File: config.mk
export PLATFORM = sky130hd
export DESIGN_NAME = conv_result_writer_flat
export DESIGN_NICKNAME = d
export VERILOG_FILES = /design/src/rtl/conv_result_writer_pkg.sv /design/src/rtl/conv_result_writer_if.sv /design/src/rtl/conv_sat_relu.sv /design/src/rtl/conv_result_writer.sv /design/src/flat_wrapper.sv
export SDC_FILE = /design/constraint.sdc
export NUM_CORES = 1
export LEC_CHECK = 0
export BUFFER_PORTS_ARGS = -buffer_cell sky130_fd_sc_hd__buf_4
export CAP_MARGIN = 20
export CELL_PAD_IN_SITES_DETAIL_PLACEMENT = 0
export CELL_PAD_IN_SITES_GLOBAL_PLACEMENT = 1
export CORE_UTILIZATION = 37
export CTS_BUF_LIST = sky130_fd_sc_hd__clkbuf_4 sky130_fd_sc_hd__clkbuf_8
export DETAILED_ROUTE_END_ITERATION = 16
export GPL_TIMING_DRIVEN = 0
export PLACE_DENSITY = 0.88
export SYNTH_ARGS = -nofsm -noshare
export SYNTH_HDL_FRONTEND = slang
export SYNTH_SLANG_ARGS = --single-unit
File: constraint.sdc
create_clock -name clk -period 1.74 [get_ports clk]
set_clock_uncertainty 0.2 [all_clocks]
set_input_delay 0.174 -clock clk [delete_from_list [all_inputs] [get_ports clk]]
set_output_delay 0.174 -clock clk [all_outputs]
set_load 0.02 [all_outputs]
File: src/rtl/conv_result_writer_pkg.sv
// Shared types and saturation helpers for the conv result writer.
package conv_result_writer_pkg;

  typedef enum logic [1:0] {StIdle, StWrite, StFinish} wr_state_e;

  localparam int unsigned DefDataWidth = 16;

  function automatic longint sat_max(int unsigned width);
    return (64'sd1 <<< (width - 1)) - 64'sd1;
  endfunction

  function automatic longint sat_min(int unsigned width);
    return -(64'sd1 <<< (width - 1));
  endfunction

  localparam longint DefSatMax = sat_max(DefDataWidth);
  localparam longint DefSatMin = sat_min(DefDataWidth);

endpackage

File: src/rtl/conv_result_writer_if.sv
// Accumulator-in / BRAM-write-out bundle of the conv result writer.
interface conv_result_writer_if #(
  parameter int unsigned ACC_WIDTH          = 32,
  parameter int unsigned DATA_WIDTH         = 16,
  parameter int unsigned ADDRESS_LENGTH_OUT = 12
);
  logic                          start;
  logic                          in_valid;
  logic [ACC_WIDTH-1:0]          in_data;
  logic                          in_ready;
  logic                          ena_out;
  logic                          wea_out;
  logic [ADDRESS_LENGTH_OUT-1:0] addra_out;
  logic [DATA_WIDTH-1:0]         dina_out;
  logic                          busy;
  logic                          done;

  modport master (
    output start, in_valid, in_data,
    input  in_ready, ena_out, wea_out, addra_out, dina_out, busy, done
  );

  modport slave (
    input  start, in_valid, in_data,
    output in_ready, ena_out, wea_out, addra_out, dina_out, busy, done
  );
endinterface

File: src/rtl/conv_sat_relu.sv
// Combinational fixed-point rescale: arithmetic shift, saturate, optional ReLU.
module conv_sat_relu
  import conv_result_writer_pkg::*;
#(
  parameter int unsigned ACC_WIDTH  = 32,
  parameter int unsigned DATA_WIDTH = 16,
  parameter int unsigned FRAC_SHIFT = 8,
  parameter bit          RELU_EN    = 1'b1
) (
  input  logic signed [ACC_WIDTH-1:0]  i_acc,
  output logic signed [DATA_WIDTH-1:0] o_data
);
  localparam logic signed [ACC_WIDTH-1:0] SatMax = ACC_WIDTH'(sat_max(DATA_WIDTH));
  localparam logic signed [ACC_WIDTH-1:0] SatMin = ACC_WIDTH'(sat_min(DATA_WIDTH));

  logic signed [ACC_WIDTH-1:0]  w_shifted;
  logic signed [DATA_WIDTH-1:0] w_sat;

  always_comb begin
    w_shifted = i_acc >>> FRAC_SHIFT;
    if (w_shifted > SatMax) begin
      w_sat = SatMax[DATA_WIDTH-1:0];
    end else if (w_shifted < SatMin) begin
      w_sat = SatMin[DATA_WIDTH-1:0];
    end else begin
      w_sat = w_shifted[DATA_WIDTH-1:0];
    end
    o_data = (RELU_EN && w_sat[DATA_WIDTH-1]) ? '0 : w_sat;
  end
endmodule

File: src/rtl/conv_result_writer.sv
// Streams accumulator results into a channel-major output BRAM, one word per accepted transfer.
module conv_result_writer
  import conv_result_writer_pkg::*;
#(
  parameter int unsigned OUT_CHANNEL        = 6,
  parameter int unsigned OUT_WIDTH          = 24,
  parameter int unsigned OUT_HEIGHT         = 24,
  parameter int unsigned ACC_WIDTH          = 32,
  parameter int unsigned DATA_WIDTH         = 16,
  parameter int unsigned FRAC_SHIFT         = 8,
  parameter bit          RELU_EN            = 1'b1,
  parameter int unsigned ADDRESS_LENGTH_OUT = 12
) (
  input logic                 clk,
  input logic                 rstn,
  conv_result_writer_if.slave bus
);
  localparam int unsigned ColW = (OUT_WIDTH > 1) ? $clog2(OUT_WIDTH) : 1;
  localparam int unsigned RowW = (OUT_HEIGHT > 1) ? $clog2(OUT_HEIGHT) : 1;
  localparam int unsigned ChW  = (OUT_CHANNEL > 1) ? $clog2(OUT_CHANNEL) : 1;

  wr_state_e                     r_state;
  logic [ColW-1:0]               r_col;
  logic [RowW-1:0]               r_row;
  logic [ChW-1:0]                r_ch;
  logic [ADDRESS_LENGTH_OUT-1:0] r_addr;
  logic                          r_in_ready;
  logic                          r_ena;
  logic                          r_busy;
  logic                          r_done;
  logic [ADDRESS_LENGTH_OUT-1:0] r_addra;
  logic [DATA_WIDTH-1:0]         r_dina;

  logic signed [DATA_WIDTH-1:0] w_result;
  logic                         w_fire;
  logic                         w_last_col;
  logic                         w_last_row;
  logic                         w_last_ch;

  conv_sat_relu #(
    .ACC_WIDTH  (ACC_WIDTH),
    .DATA_WIDTH (DATA_WIDTH),
    .FRAC_SHIFT (FRAC_SHIFT),
    .RELU_EN    (RELU_EN)
  ) u_sat_relu (
    .i_acc  ($signed(bus.in_data)),
    .o_data (w_result)
  );

  assign w_fire     = bus.in_valid && r_in_ready;
  assign w_last_col = (r_col == ColW'(OUT_WIDTH - 1));
  assign w_last_row = (r_row == RowW'(OUT_HEIGHT - 1));
  assign w_last_ch  = (r_ch == ChW'(OUT_CHANNEL - 1));

  always_ff @(posedge clk or negedge rstn) begin
    if (!rstn) begin
      r_state    <= StIdle;
      r_col      <= '0;
      r_row      <= '0;
      r_ch       <= '0;
      r_addr     <= '0;
      r_in_ready <= 1'b0;
      r_ena      <= 1'b0;
      r_busy     <= 1'b0;
      r_done     <= 1'b0;
      r_addra    <= '0;
      r_dina     <= '0;
    end else begin
      r_ena  <= 1'b0;
      r_done <= 1'b0;
      unique case (r_state)
        StIdle: begin
          if (bus.start) begin
            r_state    <= StWrite;
            r_busy     <= 1'b1;
            r_in_ready <= 1'b1;
            r_col      <= '0;
            r_row      <= '0;
            r_ch       <= '0;
            r_addr     <= '0;
          end
        end
        StWrite: begin
          if (w_fire) begin
            r_ena   <= 1'b1;
            r_addra <= r_addr;
            r_dina  <= w_result;
            r_addr  <= r_addr + 1'b1;
            // Counter order matches channel-major addressing, so the address just increments.
            if (w_last_col) begin
              r_col <= '0;
              if (w_last_row) begin
                r_row <= '0;
                if (w_last_ch) begin
                  r_ch       <= '0;
                  r_state    <= StFinish;
                  r_in_ready <= 1'b0;
                end else begin
                  r_ch <= r_ch + 1'b1;
                end
              end else begin
                r_row <= r_row + 1'b1;
              end
            end else begin
              r_col <= r_col + 1'b1;
            end
          end
        end
        StFinish: begin
          // Outputs are registered, so done/busy land one cycle after the final write.
          r_state <= StIdle;
          r_done  <= 1'b1;
          r_busy  <= 1'b0;
        end
        default: r_state <= StIdle;
      endcase
    end
  end

  assign bus.in_ready  = r_in_ready;
  assign bus.ena_out   = r_ena;
  assign bus.wea_out   = r_ena;
  assign bus.addra_out = r_addra;
  assign bus.dina_out  = r_dina;
  assign bus.busy      = r_busy;
  assign bus.done      = r_done;
endmodule

File: src/flat_wrapper.sv
// flat-port wrapper written by rule: the top's interface ports become plain ports
module conv_result_writer_flat import conv_result_writer_pkg::*;
#(
  parameter int unsigned OUT_CHANNEL        = 6,
  parameter int unsigned OUT_WIDTH          = 24,
  parameter int unsigned OUT_HEIGHT         = 24,
  parameter int unsigned ACC_WIDTH          = 32,
  parameter int unsigned DATA_WIDTH         = 16,
  parameter int unsigned FRAC_SHIFT         = 8,
  parameter bit          RELU_EN            = 1'b1,
  parameter int unsigned ADDRESS_LENGTH_OUT = 12
)
  (clk, rstn, bus_start, bus_in_valid, bus_in_data, bus_in_ready, bus_ena_out, bus_wea_out, bus_addra_out, bus_dina_out, bus_busy, bus_done);
  conv_result_writer_if #(.ACC_WIDTH(ACC_WIDTH), .DATA_WIDTH(DATA_WIDTH), .ADDRESS_LENGTH_OUT(ADDRESS_LENGTH_OUT)) bus_i ();
  input logic clk;
  input logic rstn;
  input wire logic [$bits(bus_i.start)-1:0] bus_start;
  input wire logic [$bits(bus_i.in_valid)-1:0] bus_in_valid;
  input wire logic [$bits(bus_i.in_data)-1:0] bus_in_data;
  output wire logic [$bits(bus_i.in_ready)-1:0] bus_in_ready;
  output wire logic [$bits(bus_i.ena_out)-1:0] bus_ena_out;
  output wire logic [$bits(bus_i.wea_out)-1:0] bus_wea_out;
  output wire logic [$bits(bus_i.addra_out)-1:0] bus_addra_out;
  output wire logic [$bits(bus_i.dina_out)-1:0] bus_dina_out;
  output wire logic [$bits(bus_i.busy)-1:0] bus_busy;
  output wire logic [$bits(bus_i.done)-1:0] bus_done;
  assign bus_i.start = bus_start;
  assign bus_i.in_valid = bus_in_valid;
  assign bus_i.in_data = bus_in_data;
  assign bus_in_ready = bus_i.in_ready;
  assign bus_ena_out = bus_i.ena_out;
  assign bus_wea_out = bus_i.wea_out;
  assign bus_addra_out = bus_i.addra_out;
  assign bus_dina_out = bus_i.dina_out;
  assign bus_busy = bus_i.busy;
  assign bus_done = bus_i.done;
  conv_result_writer #(.OUT_CHANNEL(OUT_CHANNEL), .OUT_WIDTH(OUT_WIDTH), .OUT_HEIGHT(OUT_HEIGHT), .ACC_WIDTH(ACC_WIDTH), .DATA_WIDTH(DATA_WIDTH), .FRAC_SHIFT(FRAC_SHIFT), .RELU_EN(RELU_EN), .ADDRESS_LENGTH_OUT(ADDRESS_LENGTH_OUT)) u_core (.clk(clk), .rstn(rstn), .bus(bus_i));
endmodule
Yosys cells after proc, flatten, opt, wreduce, memory -nomap -nowiden --
Index checks and enable logic that the tools add are counted.
Word-level totals: register bits after elaboration 59, logic and storage cells 74
Operators by class: $add $sub $neg 4, $lt $le $gt $ge 2, equality and inequality tests 10, mux-type cells 36, reductions and logical operators 11
Operators with widths (count):
- 16-bit 2-to-1 mux | 2
- 5-bit 2-to-1 mux | 6
- 24-bit by 16-bit greater-than comparator with 1-bit output (second input constant) | 1
- 24-bit by 16-bit < comparator with 1-bit output (second input constant) | 1
- 12-bit 2-to-1 mux | 2
- 12-bit case mux with 2 select lines | 1
- 5-bit case mux with 2 select lines | 2
- 15-bit 2-to-1 mux | 1
- 3-bit 2-to-1 mux | 5
- 12-bit by 1-bit adder with 12-bit output (second input constant) | 1
- 5-bit by 1-bit adder with 5-bit output (second input constant) | 2
- 5-bit equality test (second input constant) | 2
- 2-bit 2-to-1 mux | 5
- 5-bit AND reduction | 2
- 1-bit 2-to-1 mux | 8
- 2-bit by 1-bit != test with 1-bit output (second input constant) | 4
- 3-bit case mux with 2 select lines | 1
- 6-bit AND reduction | 1
- 1-bit case mux with 2 select lines | 2
- 2-bit case mux with 2 select lines | 1
- 2-bit AND reduction | 2
- 4-bit AND reduction | 1
- 2-bit nonzero test | 2
- 3-bit by 1-bit adder with 3-bit output (second input constant) | 1
- other kinds (7) | 7

Depth between registers and ports, before layout --
depth in word-level cells 6, mapped depth 6, depth with buffers taken out 5

Cells and area by module --
From an unflattened synthesis, not the netlist that was laid out.
Unflattened totals: cells, all modules 312, area total of the unflattened synthesis 2931.6 um2
Modules (own cells, without submodules):
- conv_result_writer | instances 1, cells each 274, area an instance 2660.1 um2, seq. area each 1476.4 um2
- conv_sat_relu | instances 1, cells each 38, area an instance 271.5 um2, seq. area each 0.0 um2

Worst setup path after synthesis --
Ideal clock, no wire load.
kind reg-to-reg, start register u_core.r_col[0], end register u_core.r_ch[1], setup time 0.122 ns, arrival 1.430 ns, data required time 1.418 ns, path slack -0.012 ns, stages on the path, launching flop included 6, buffers on the path 0, period minus slack after synthesis 1.752 ns, cell sequence dfrtp_1 ha_1 nand4b_1 o21ai_0 o211ai_1 a32o_1
On the way: cells in the longest elaborated chain, start to end 3
RTL lines:
- from (decl) | RTL line conv_result_writer.sv:23 | logic [ColW-1:0] r_col;
- from (signal assigned) | RTL line conv_result_writer.sv:105 | r_col <= r_col + 1'b1;
- 5-bit equality test | RTL line conv_result_writer.sv:51 | assign w_last_col = (r_col == ColW'(OUT_WIDTH - 1));
- 2-bit by 1-bit != test with 1-bit output (no source line)
- 5-bit AND reduction (no source line)
- to (signal assigned) | RTL line conv_result_writer.sv:99 | r_ch <= r_ch + 1'b1;
- to (decl) | RTL line conv_result_writer.sv:25 | logic [ChW-1:0] r_ch;
Every way passes these cells. A chain may end at the register's enable or synchronous reset.

Worst setup path after layout --
start register u_core.r_col[0], end register u_core.r_col[3]
On the way: cells in the longest elaborated chain, start to end 4, elaborated cells between the ends (all ways) 5
RTL lines:
- 5-bit by 1-bit adder with 5-bit output / 5-bit equality test (equally long branches) | RTL line conv_result_writer.sv:105, conv_result_writer.sv:51
- 5-bit 2-to-1 mux * | RTL line conv_result_writer.sv:90 | if (w_last_col) begin
- 5-bit 2-to-1 mux * | RTL line conv_result_writer.sv:84 | if (w_fire) begin
- 5-bit case mux with 2 select lines * | RTL line conv_result_writer.sv:71 | unique case (r_state)
Mark *: on every way between the ends. The rest lies on a longest branch, timed or not. The select of a mux whose other input is x is not followed.

==> results.sh <==
export IMPL_regToRegEndpoint="u_core.r_col[3]$_DFFE_PN0P_"
export IMPL_path_buf_inv=1
export IMPL_met3_length_um=268
export IMPL_drc=0
export IMPL_crit_fanout=5
export IMPL_drtIter0Drc=120
export IMPL_seq_area_frac_synth=0.564
export IMPL_nets=414
export IMPL_final_setup_tns_ns=0
export IMPL_hp_start="bus_in_valid"
export IMPL_wl_met1_um=2800
export IMPL_synthFlopType="dfrtp_1"
export IMPL_h_tree_depth=3
export IMPL_pin_count=69
export IMPL_crit_chain="ha_4 -> and4b_1 -> buf_4 -> or3_4 -> a21oi_2"
export IMPL_power_total_mw=3.76
export IMPL_dr_wl_met2_um=2800
export IMPL_numClockSinks=58
export IMPL_cap_viol_max_count=0
export IMPL_clkSlewWorstSetupHoldPaths_ns=0.06
export IMPL_layout_common_cells="75 x buf_4, 64 x nand2_1, 55 x dfrtp_1"
export IMPL_synth_edff_count=0
export IMPL_port_buffers=59
export IMPL_reg2reg_depth=5
export IMPL_reg2reg_from="u_core.r_col[0]$_DFFE_PN0P_"
export IMPL_avgSynthCellArea_um2=9.49
export IMPL_grt_overflow_total=0
export IMPL_p_leak_nw=1.75
export IMPL_gp_routability_congestion=0.789
export IMPL_critPathLaunchType="flop"
export IMPL_first_pass_iters=6
export IMPL_slew_violations=0
export IMPL_viasPerCell=4.93
export IMPL_grt_pass1_wl_um=9810
export IMPL_tightest_slew_ns=0.719
export IMPL_power_density_nw_per_um2=1000
export IMPL_end_kind="flop"
export IMPL_rsz0062_at_grt="yes"
export IMPL_holdWs_ns=0.0430
export IMPL_cts_buffer_depth=2
export IMPL_grt_max_degree=59
export IMPL_min_delay_worst_endpoint="u_core.r_state[0]$_DFFE_PN0P_"
export IMPL_routed_wl_um=5950
export IMPL_report_final_hold_viol_count=0
export IMPL_critPathRequiredTime_ns=1.80
export IMPL_setup_viol=0
export IMPL_async_flop_share=1.00
export IMPL_netlist_area_um2=2570
export IMPL_placed_area_um2=3120
export IMPL_cts_tree="built"
export IMPL_slowest_delay_ns=0.42
export IMPL_synth_distinct_cells=42
export IMPL_syn_num_nets=310
export IMPL_fin_util=0.555
export IMPL_num_vias=2269
export IMPL_clkLatencyLatePin_ns=0.33
export IMPL_routedWlPerCell_um=12.9
export IMPL_grt_usage=0.173
export IMPL_yosysWarnings=0
export IMPL_grt_pass1_vias=2199
export IMPL_die_x_um=85.4
export IMPL_ys_seq_elements=58
export IMPL_status="complete, no violations"
export IMPL_final_period_utilization=0.995
export IMPL_cp_top_family="simple AND/OR/NAND/NOR gates"
export IMPL_die_h_um=85.4
export IMPL_maxSlewHeadroom=0.520
export IMPL_core_area_um2=6760
export IMPL_r2r_slack_ns=0.008
export IMPL_syn2layout_area_growth_pct=45.9
export IMPL_num_antenna_cells=0
export IMPL_die_area_um2=7290
export IMPL_core_rowCount=30
export IMPL_whs_path_depth=4
export IMPL_vdd_ir_drop_max_uv=699
export IMPL_regArea_um2=1460
export IMPL_crit_slowest_cell="dfrtp_1"
export IMPL_fillers=604
export IMPL_fin_area_um2=3750
export IMPL_highest_layer="met4"
export IMPL_syn_inst=271
export IMPL_floorplan_initialDensity=0.381
export IMPL_multi_input_area_um2=1150
export IMPL_crit_type="flop to flop"
export IMPL_root_buffer="clkbuf_8"
export IMPL_arrival_ns=1.79
export IMPL_hold_path_class="input port to flop"
export IMPL_drive_above_1_share=0.313
export IMPL_cts_buffers=9
export IMPL_fmax_ghz=0.577
export IMPL_final_common_cell="buf_4"
export IMPL_layout_min_cycle_time_ns=1.73
export IMPL_route_antenna_remaining_nets=0
export IMPL_antenna_found_initial=0
export IMPL_post_dp_hpwl_um=3680
## per-layer routing
layer | up-vias | GRT usage
li1 | 1131 | -
met1 | 1075 | 0.220
met2 | 55 | 0.279
met3 | 8 | 0.0457
met4 | 0 | 0.0727
met5 | - | 0
## flip-flops by register name (all words and copies together) (netlist names), 2 cells and up
signal	flops
u_core.r_row	5
u_core.r_state	2
u_core.bus.addra_out	12
u_core.r_ch	3
u_core.r_col	5
u_core.bus.dina_out	15
u_core.r_addr	12
## report_power, final
part           switching (mW)  leakage (nW)  internal [mW]
clock network           0.531        0.0992          0.666
registers               0.187         0.719           1.55
logic                   0.406         0.935          0.420
## cells in the mapped netlist, drive strengths merged, types with 2 or more instances
cell type / count / area, µm²
buf: 8 / 47.5
o211ai: 2 / 15.0
and3: 2 / 12.5
nor2b: 2 / 12.5
nand4b: 3 / 32.5
nor3: 2 / 10.0
or3: 3 / 18.8
and2: 3 / 18.8
o21ai: 16 / 80.1
inv: 4 / 15.0
mux2i: 2 / 20.0
nor2: 30 / 113
clkbuf: 4 / 15.0
xor2: 7 / 61.3
nand2: 65 / 244
a21oi: 24 / 124
a22o: 2 / 17.5
nor4b: 2 / 17.5
nor4: 2 / 12.5
ha: 3 / 37.5
nand3: 8 / 40.0
dfrtp: 58 / 1450
nand4: 4 / 25.0
## worst register-to-register path, delay by kind of cell (launching register included)
family	cells	cell delay [ns]
buffers and inverters	1	0.15
AO/OA/AOI/OAI	1	0.11
flip-flops	1	0.42
adder cells (fa/ha/maj)	1	0.19
AND/OR/NAND/NOR	2	0.59
## logic make-up (layout without fill, tap and decap cells)
| group | after synthesis | after routing | share of synthesized area |
|---|---|---|---|
| compound gates | 50 | 50 | 0.114 |
| xor+xnor | 8 | 8 | 0.0272 |
| fa+ha+maj | 3 | 3 | 0.0146 |
| buf+inv | 16 | 125 | 0.0302 |
| flops | 58 | 58 | 0.564 |
| mux | 2 | 2 | 0.00778 |
| other cells | 1 | 1 | 0.00146 |
| simple gates | 133 | 133 | 0.240 |
## per-stage QoR
step | setup WS (ns) | std cells
floorplan | 0.0252 | 271
global placement | -0.121 | 410
detailed placement | -0.152 | 410
CTS | -0.0443 | 451
global route | -0.0341 | 460
finish | 0.00787 | 460
## worst max path at each step
stage                                   from  depth (start not counted)                     endpoint  slack (ns)
6_report         u_core.r_col[0]$_DFFE_PN0P_                          5  u_core.r_col[3]$_DFFE_PN0P_       0.008
5_1_grt        u_core.r_state[1]$_DFFE_PN0P_                          5  u_core.r_col[3]$_DFFE_PN0P_       -0.03
4_1_cts        u_core.r_state[1]$_DFFE_PN0P_                          4   u_core.r_ch[0]$_DFFE_PN0P_       -0.04
3_5_place_dp   u_core.r_state[1]$_DFFE_PN0P_                          6  u_core.r_col[4]$_DFFE_PN0P_       -0.15
3_3_place_gp   u_core.r_state[0]$_DFFE_PN0P_                          4   u_core.r_ch[0]$_DFFE_PN0P_       -0.12
2_1_floorplan    u_core.r_col[0]$_DFFE_PN0P_                          5   u_core.r_ch[0]$_DFFE_PN0P_        0.03
## final cells by class
type                            count  area share
Timing Repair Buffer               93       0.201
Tap cell                           80      0.0267
Sequential cell                    58       0.388
Inverter                            4     0.00534
Clock inverter                      6      0.0153
Buffer                             12      0.0220
Multi-Input combinational cell    197       0.307
Clock buffer                       10      0.0350
## timing repair
action,in CTS,in global routing
gates resized for setup,14,27
hold buffers,22,0
endpoints found under the hold margin,74,0
setup buffers,3,9
endpoints found under the setup margin,47,46
gates cloned,0,0
pin swaps,3,3
(Power assumes the default switching activity.)
